### src/rtl/tick_timeout_pkg.sv
// Shared types and constants for the tick_timeout engine.
// Latency: n/a (declarations only).
// Backpressure: n/a.
//
// Holds the FSM state encoding and the tick-unit encoding used on the `unit` port.
package tick_timeout_pkg;

    typedef enum logic [1:0] {
        IDLE = 2'd0,
        RUN  = 2'd1,
        FIRE = 2'd2
    } state_e;

    localparam logic [1:0] UNIT_USEC = 2'd0;
    localparam logic [1:0] UNIT_MSEC = 2'd1;
    localparam logic [1:0] UNIT_SEC  = 2'd2;
    localparam logic [1:0] UNIT_CLK  = 2'd3;

endpackage

### src/rtl/sat_counter.sv
// Saturating up-counter with increment enable.
// Latency: count updates on the edge that samples inc.
// Backpressure: none; holds at all-ones once saturated.
//
// Ports:
//   clk  - clock
//   rst  - synchronous active-high reset, clears the count
//   inc  - add one this cycle (ignored once saturated)
//   cnt  - registered count value
module sat_counter #(
    parameter int W = 8
) (
    input  logic         clk,
    input  logic         rst,
    input  logic         inc,
    output logic [W-1:0] cnt
);

    localparam logic [W-1:0] CNT_MAX = '1;

    logic [W-1:0] cnt_q;
    logic [W-1:0] cnt_d;

    always_comb begin
        cnt_d = cnt_q;
        if (inc && (cnt_q != CNT_MAX)) begin
            cnt_d = cnt_q + W'(1);
        end
    end

    always_ff @(posedge clk) begin
        if (rst) begin
            cnt_q <= '0;
        end else begin
            cnt_q <= cnt_d;
        end
    end

    assign cnt = cnt_q;

endmodule

### src/rtl/tick_timeout.sv
// Programmable timeout: counts a requested number of usec/msec/sec/clk ticks, then pulses expired.
// Latency: start at edge N -> busy/remaining from N+1; unit=3, count=C -> expired in cycle N+C+1.
// Backpressure: none; start/cancel are single-cycle requests, cancel > start > tick while running.
//
// Ports:
//   clk_133m, rst            - clock, synchronous active-high reset
//   usec/msec/sec_133m       - shared single-cycle tick strobes from the board timer
//   start, unit, count       - arm request with tick source and tick count (0 = expire now)
//   cancel                   - abort a running timeout without an expiry
//   busy, expired            - counting flag, one-cycle completion pulse
//   remaining, expire_cnt    - ticks left, saturating number of expiries since reset
module tick_timeout
    import tick_timeout_pkg::*;
#(
    parameter int CNT_W = 16,
    parameter int EXP_W = 8
) (
    input  logic             clk_133m,
    input  logic             rst,
    input  logic             usec_133m,
    input  logic             msec_133m,
    input  logic             sec_133m,
    input  logic             start,
    input  logic [1:0]       unit,
    input  logic [CNT_W-1:0] count,
    input  logic             cancel,
    output logic             busy,
    output logic             expired,
    output logic [CNT_W-1:0] remaining,
    output logic [EXP_W-1:0] expire_cnt
);

    state_e           state_q,     state_d;
    logic [1:0]       unit_q,      unit_d;
    logic [CNT_W-1:0] remaining_q, remaining_d;
    logic             busy_q,      busy_d;
    logic             expired_q,   expired_d;

    logic             tick_sel;
    logic             do_load;
    logic             do_cancel;
    logic             do_tick;

    // Only the strobe matching the latched unit counts; coincident strobes of
    // other units are ignored.
    always_comb begin
        tick_sel = 1'b0;
        case (unit_q)
            UNIT_USEC: tick_sel = usec_133m;
            UNIT_MSEC: tick_sel = msec_133m;
            UNIT_SEC:  tick_sel = sec_133m;
            UNIT_CLK:  tick_sel = 1'b1;
            default:   tick_sel = 1'b0;
        endcase
    end

    // Arbitrate the requests for the current state. In RUN a start wins over a
    // coincident tick, so the reloaded count is never decremented on load.
    // cancel in IDLE and FIRE is deliberately dropped.
    always_comb begin
        do_load   = 1'b0;
        do_cancel = 1'b0;
        do_tick   = 1'b0;
        case (state_q)
            IDLE: do_load = start;
            RUN: begin
                if (cancel) begin
                    do_cancel = 1'b1;
                end else if (start) begin
                    do_load = 1'b1;
                end else begin
                    do_tick = tick_sel;
                end
            end
            FIRE:    do_load = start;
            default: do_load = 1'b0;
        endcase
    end

    always_comb begin
        state_d     = state_q;
        unit_d      = unit_q;
        remaining_d = remaining_q;

        if (do_load) begin
            unit_d      = unit;
            remaining_d = count;
            state_d     = (count == '0) ? FIRE : RUN;
        end else if (do_cancel) begin
            remaining_d = '0;
            state_d     = IDLE;
        end else if (do_tick) begin
            remaining_d = remaining_q - CNT_W'(1);
            if (remaining_q == CNT_W'(1)) begin
                state_d = FIRE;
            end
        end else if (state_q != RUN) begin
            // FIRE without a new start, or an illegal encoding, falls back to IDLE.
            state_d = IDLE;
        end

        // Outputs are registered from the next state so they line up with it.
        busy_d    = (state_d == RUN);
        expired_d = (state_d == FIRE);
    end

    always_ff @(posedge clk_133m) begin
        if (rst) begin
            state_q     <= IDLE;
            unit_q      <= UNIT_USEC;
            remaining_q <= '0;
            busy_q      <= 1'b0;
            expired_q   <= 1'b0;
        end else begin
            state_q     <= state_d;
            unit_q      <= unit_d;
            remaining_q <= remaining_d;
            busy_q      <= busy_d;
            expired_q   <= expired_d;
        end
    end

    // Incremented on the same edge that raises expired, so the count already
    // includes the expiry being pulsed.
    sat_counter #(
        .W (EXP_W)
    ) u_exp_cnt (
        .clk (clk_133m),
        .rst (rst),
        .inc (expired_d),
        .cnt (expire_cnt)
    );

    assign busy      = busy_q;
    assign expired   = expired_q;
    assign remaining = remaining_q;

endmodule

### config.mk
export PLATFORM = sky130hd
export DESIGN_NAME = tick_timeout
export DESIGN_NICKNAME = d
export VERILOG_FILES = /design/src/rtl/tick_timeout_pkg.sv /design/src/rtl/sat_counter.sv /design/src/rtl/tick_timeout.sv
export SDC_FILE = /design/constraint.sdc
export NUM_CORES = 1
export LEC_CHECK = 0
export BUFFER_PORTS_ARGS = -buffer_cell sky130_fd_sc_hd__clkbuf_2
export CORE_MARGIN = 1.5
export CORE_UTILIZATION = 50
export CTS_CLUSTER_SIZE = 30
export DETAILED_ROUTE_END_ITERATION = 10
export GPL_TIMING_DRIVEN = 0
export PLACE_DENSITY_LB_ADDON = 0.08
export SLEW_MARGIN = 20
export SYNTH_ARGS = -nofsm -noshare
export SYNTH_HDL_FRONTEND = slang
export SYNTH_HIERARCHICAL = 1
export SYNTH_SLANG_ARGS = --single-unit
### constraint.sdc
create_clock -name clk_133m -period 4.8 [get_ports clk_133m]
set_input_delay 0.24 -clock clk_133m [delete_from_list [all_inputs] [get_ports clk_133m]]
set_output_delay 0.24 -clock clk_133m [all_outputs]
set_load 0.02 [all_outputs]
==> impl_metrics.toml <==
[final_layout]
nets = 290
drive_above_1_share_pct = 28.1
diodes = 0
area_growth_pct = 21.4
post-route-util_pct = 63.0

[die]
io_pins = 51
chipHeight_um = 61.6
die_area_um2 = 3800
initial_core_util_pct = 51.9
num_rows = 21
core_area_um2 = 3310
die_w_um = 61.6

[sta]
skew_ps = 10.1
finalCriticalPeriod_ps = 2660
holdWs_ps = 115
rsz0062_at_grt = "false"
slew_headroom_pct = 48.3
finalSetupTns_ps = 0
fmax_ghz = 0.376
tightest_slew_ps = 767
fin_crit_sh_pct = 55.5
slew_viol_final = 0
hold_viol = 0
setup-violations-final = 0

[critical_path]
regToRegEndpoint = "u_exp_cnt/cnt[3]"
r2r_cells = 7
worst-endpoint-required_ps = 5080
r2r_start = "remaining[7]"
worstPathArrival_ps = 2940
end_kind = "flip-flop"
start_kind = "flip-flop"
crit_fanout = 8
timing_worst_setup_path_type = "reg -> reg"
rrSetupSlack_ps = 2140

[clocking]
cts_resized = 0
cts_sinks = 30
hold_buffers = 0
post_cts_buffers = 0
h-tree-depth = 2
cts_tree = "yes"
cts_root_buffer = "clkbuf_4"
cts.reportedPaths.clkPinSlew_ps = 100
clock_latency_ps = 330
cts_max_path_buffers = 2
numCtsBuffers = 5

[global_route]
gr-total-overflow = 0
grt_pass1_vias = 1558
antenna_found_initial = 0
grt_usage_pct = 25.3
grt_pass1_wl_mm = 7.19
grt_start_max_net_pins = 13

[logic_synthesis]
yosysTopAreaCell = "dfxtp_1"
ys_top_cells_by_area = "dfxtp_1, a21oi_1, nor3_1"
synth_edf_count = 0
synthFlopType = "dfxtp_1"
async_flop_share_pct = 0
synth.most_common_cell = "dfxtp_1"
yosys-top-cells-count = "dfxtp_1, a21oi_1, nor2_1"
synth_top_area_share_pct = 34.9
synthDistinctLibCells = 52
synthesis.nets = 233
synth_area_um2 = 1720
yosysWarnings = 6
synthCells = 205
avgSynthCellArea_um2 = 8.39
ys_ff_latch = 30
yosysSeqAreaShare_pct = 34.9

[drt]
drc = 0
vias = 1879
antenna_left = 0
viasPerCell = 6.08
first_pass_iters = 4
wl_per_cell_um = 14.8
totalWireLength_mm = 4.59
drt_iter0_markers = 181

[pwr]
pwr-share-comb_pct = 26.8
seq_power_share_pct = 46.6
intPower_uw = 403
leakagePower_uw = 0.000877
peakVddDrop_uv = 136
pwr-share-clk_pct = 26.5
swShare_pct = 33.5
p_per_area_nw_per_um2 = 290
total_power_uw = 606
switchingPower_uw = 203

[run]
drv_cap = 0

[worst_hold_path]
min_path_type = "in -> reg"
min_from = "unit[1]"
min_path_cells = 3
min_to = "unit_q[1]"

[status]
run_status = "completed"

[placed_design]
gp_congestion = 0.898
portBuffers = 50
hpwl_mm = 3.36
[routing by layer]
metal	vias up	share of wire (%)	track usage [%]	wire [um]
li1	908	-	-	-
met4	0	1.1	7.29	51
met2	72	45	37.7	2060
met3	7	6.9	6.93	318
met5	-	0	0	0
met1	892	47	35.7	2160
[worst max-delay path: stages (launching register included)]
cell and delay [ps]:
dfxtp_1 390, or4_4 600, nor4b_4 280, nand4_1 180, o21ai_0 350, nand4_1 250
or3_2 460, o21ai_1 80
[flip-flops by register name (all words and copies together) (netlist names)]
signal,flops
busy,1
expired,1
remaining,16
state_q,2
u_exp_cnt/cnt,8
unit_q,2
[through the flow]
step | instances | cell area, um^2 | setup slack (ps)
3_5_place_dp | 301 | 2030 | 2220
4_1_cts | 309 | 2090 | 2160
2_1_floorplan | 205 | 1720 | 2450
3_3_place_gp | 301 | 2030 | 2200
5_1_grt | 309 | 2090 | 2030
6_report | 309 | 2090 | 2140
[worst max path at each step]
| stage | cells after the start | startpoint | slack, ps | endpoint |
|---|---|---|---|---|
| 4_1_cts | 7 | remaining[7] | 2160 | u_exp_cnt/cnt[3] |
| 3_3_place_gp | 7 | remaining[7] | 2200 | u_exp_cnt/cnt[3] |
| 2_1_floorplan | 7 | remaining[7] | 2450 | u_exp_cnt/cnt[3] |
| 6_report | 7 | remaining[7] | 2140 | u_exp_cnt/cnt[3] |
| 5_1_grt | 7 | remaining[7] | 2030 | u_exp_cnt/cnt[3] |
| 3_5_place_dp | 7 | remaining[7] | 2220 | u_exp_cnt/cnt[3] |
[power by group through the flow]
stage	sequential, uW	combinational [uW]	clock, uW
4_1_cts	282	161	163
6_report	283	163	161
5_1_grt	285	180	174
3_5_place_dp	288	161	0
2_1_floorplan	298	101	0
3_3_place_gp	288	161	0
[layout make-up]
| cell class | count | area, um^2 |
|---|---|---|
| Fill cell | 310 | 1220 |
| Multi-Input combinational cell | 162 | 1060 |
| Sequential cell | 30 | 601 |
| Timing Repair Buffer | 50 | 250 |
| Tap cell | 46 | 57.6 |
| Clock buffer | 7 | 55.1 |
| Buffer | 10 | 47.5 |
| Inverter | 3 | 11.3 |
| Clock inverter | 1 | 5.00 |
[placed cells by master (no fill, tap or decap), types with 3 or more instances in the layout]
| cell | Yosys | layout |
|---|---|---|
| a221oi_1 | 3 | 3 |
| a31oi_1 | 6 | 6 |
| nand2b_1 | 3 | 3 |
| dfxtp_1 | 30 | 30 |
| a21o_1 | 6 | 6 |
| xnor2_1 | 3 | 3 |
| clkbuf_1 | 7 | 8 |
| nand3_1 | 5 | 5 |
| inv_1 | 3 | 3 |
| clkbuf_2 | 0 | 50 |
| nand2_1 | 16 | 16 |
| a32oi_1 | 3 | 3 |
| a211oi_1 | 5 | 5 |
| clkbuf_4 | 0 | 5 |
| a21oi_1 | 24 | 24 |
| o21ai_0 | 3 | 3 |
| nand4_1 | 6 | 6 |
| nor2_1 | 17 | 17 |
| ha_1 | 3 | 3 |
| nor3_1 | 14 | 14 |
| nor4_1 | 6 | 6 |
[cell families after synthesis]
family                   count (synthesis)  synth area share [%]
AND/OR/NAND/NOR                         86                  28.5
flip-flops                              30                  34.9
buffers and inverters                   13                  3.42
multiplexers                             3                  2.11
AO/OA/AOI/OAI                           67                  27.3
XOR/XNOR                                 3                  1.53
adder cells (fa/ha/maj)                  3                  2.18
Power figures use the tool's default switching activity.
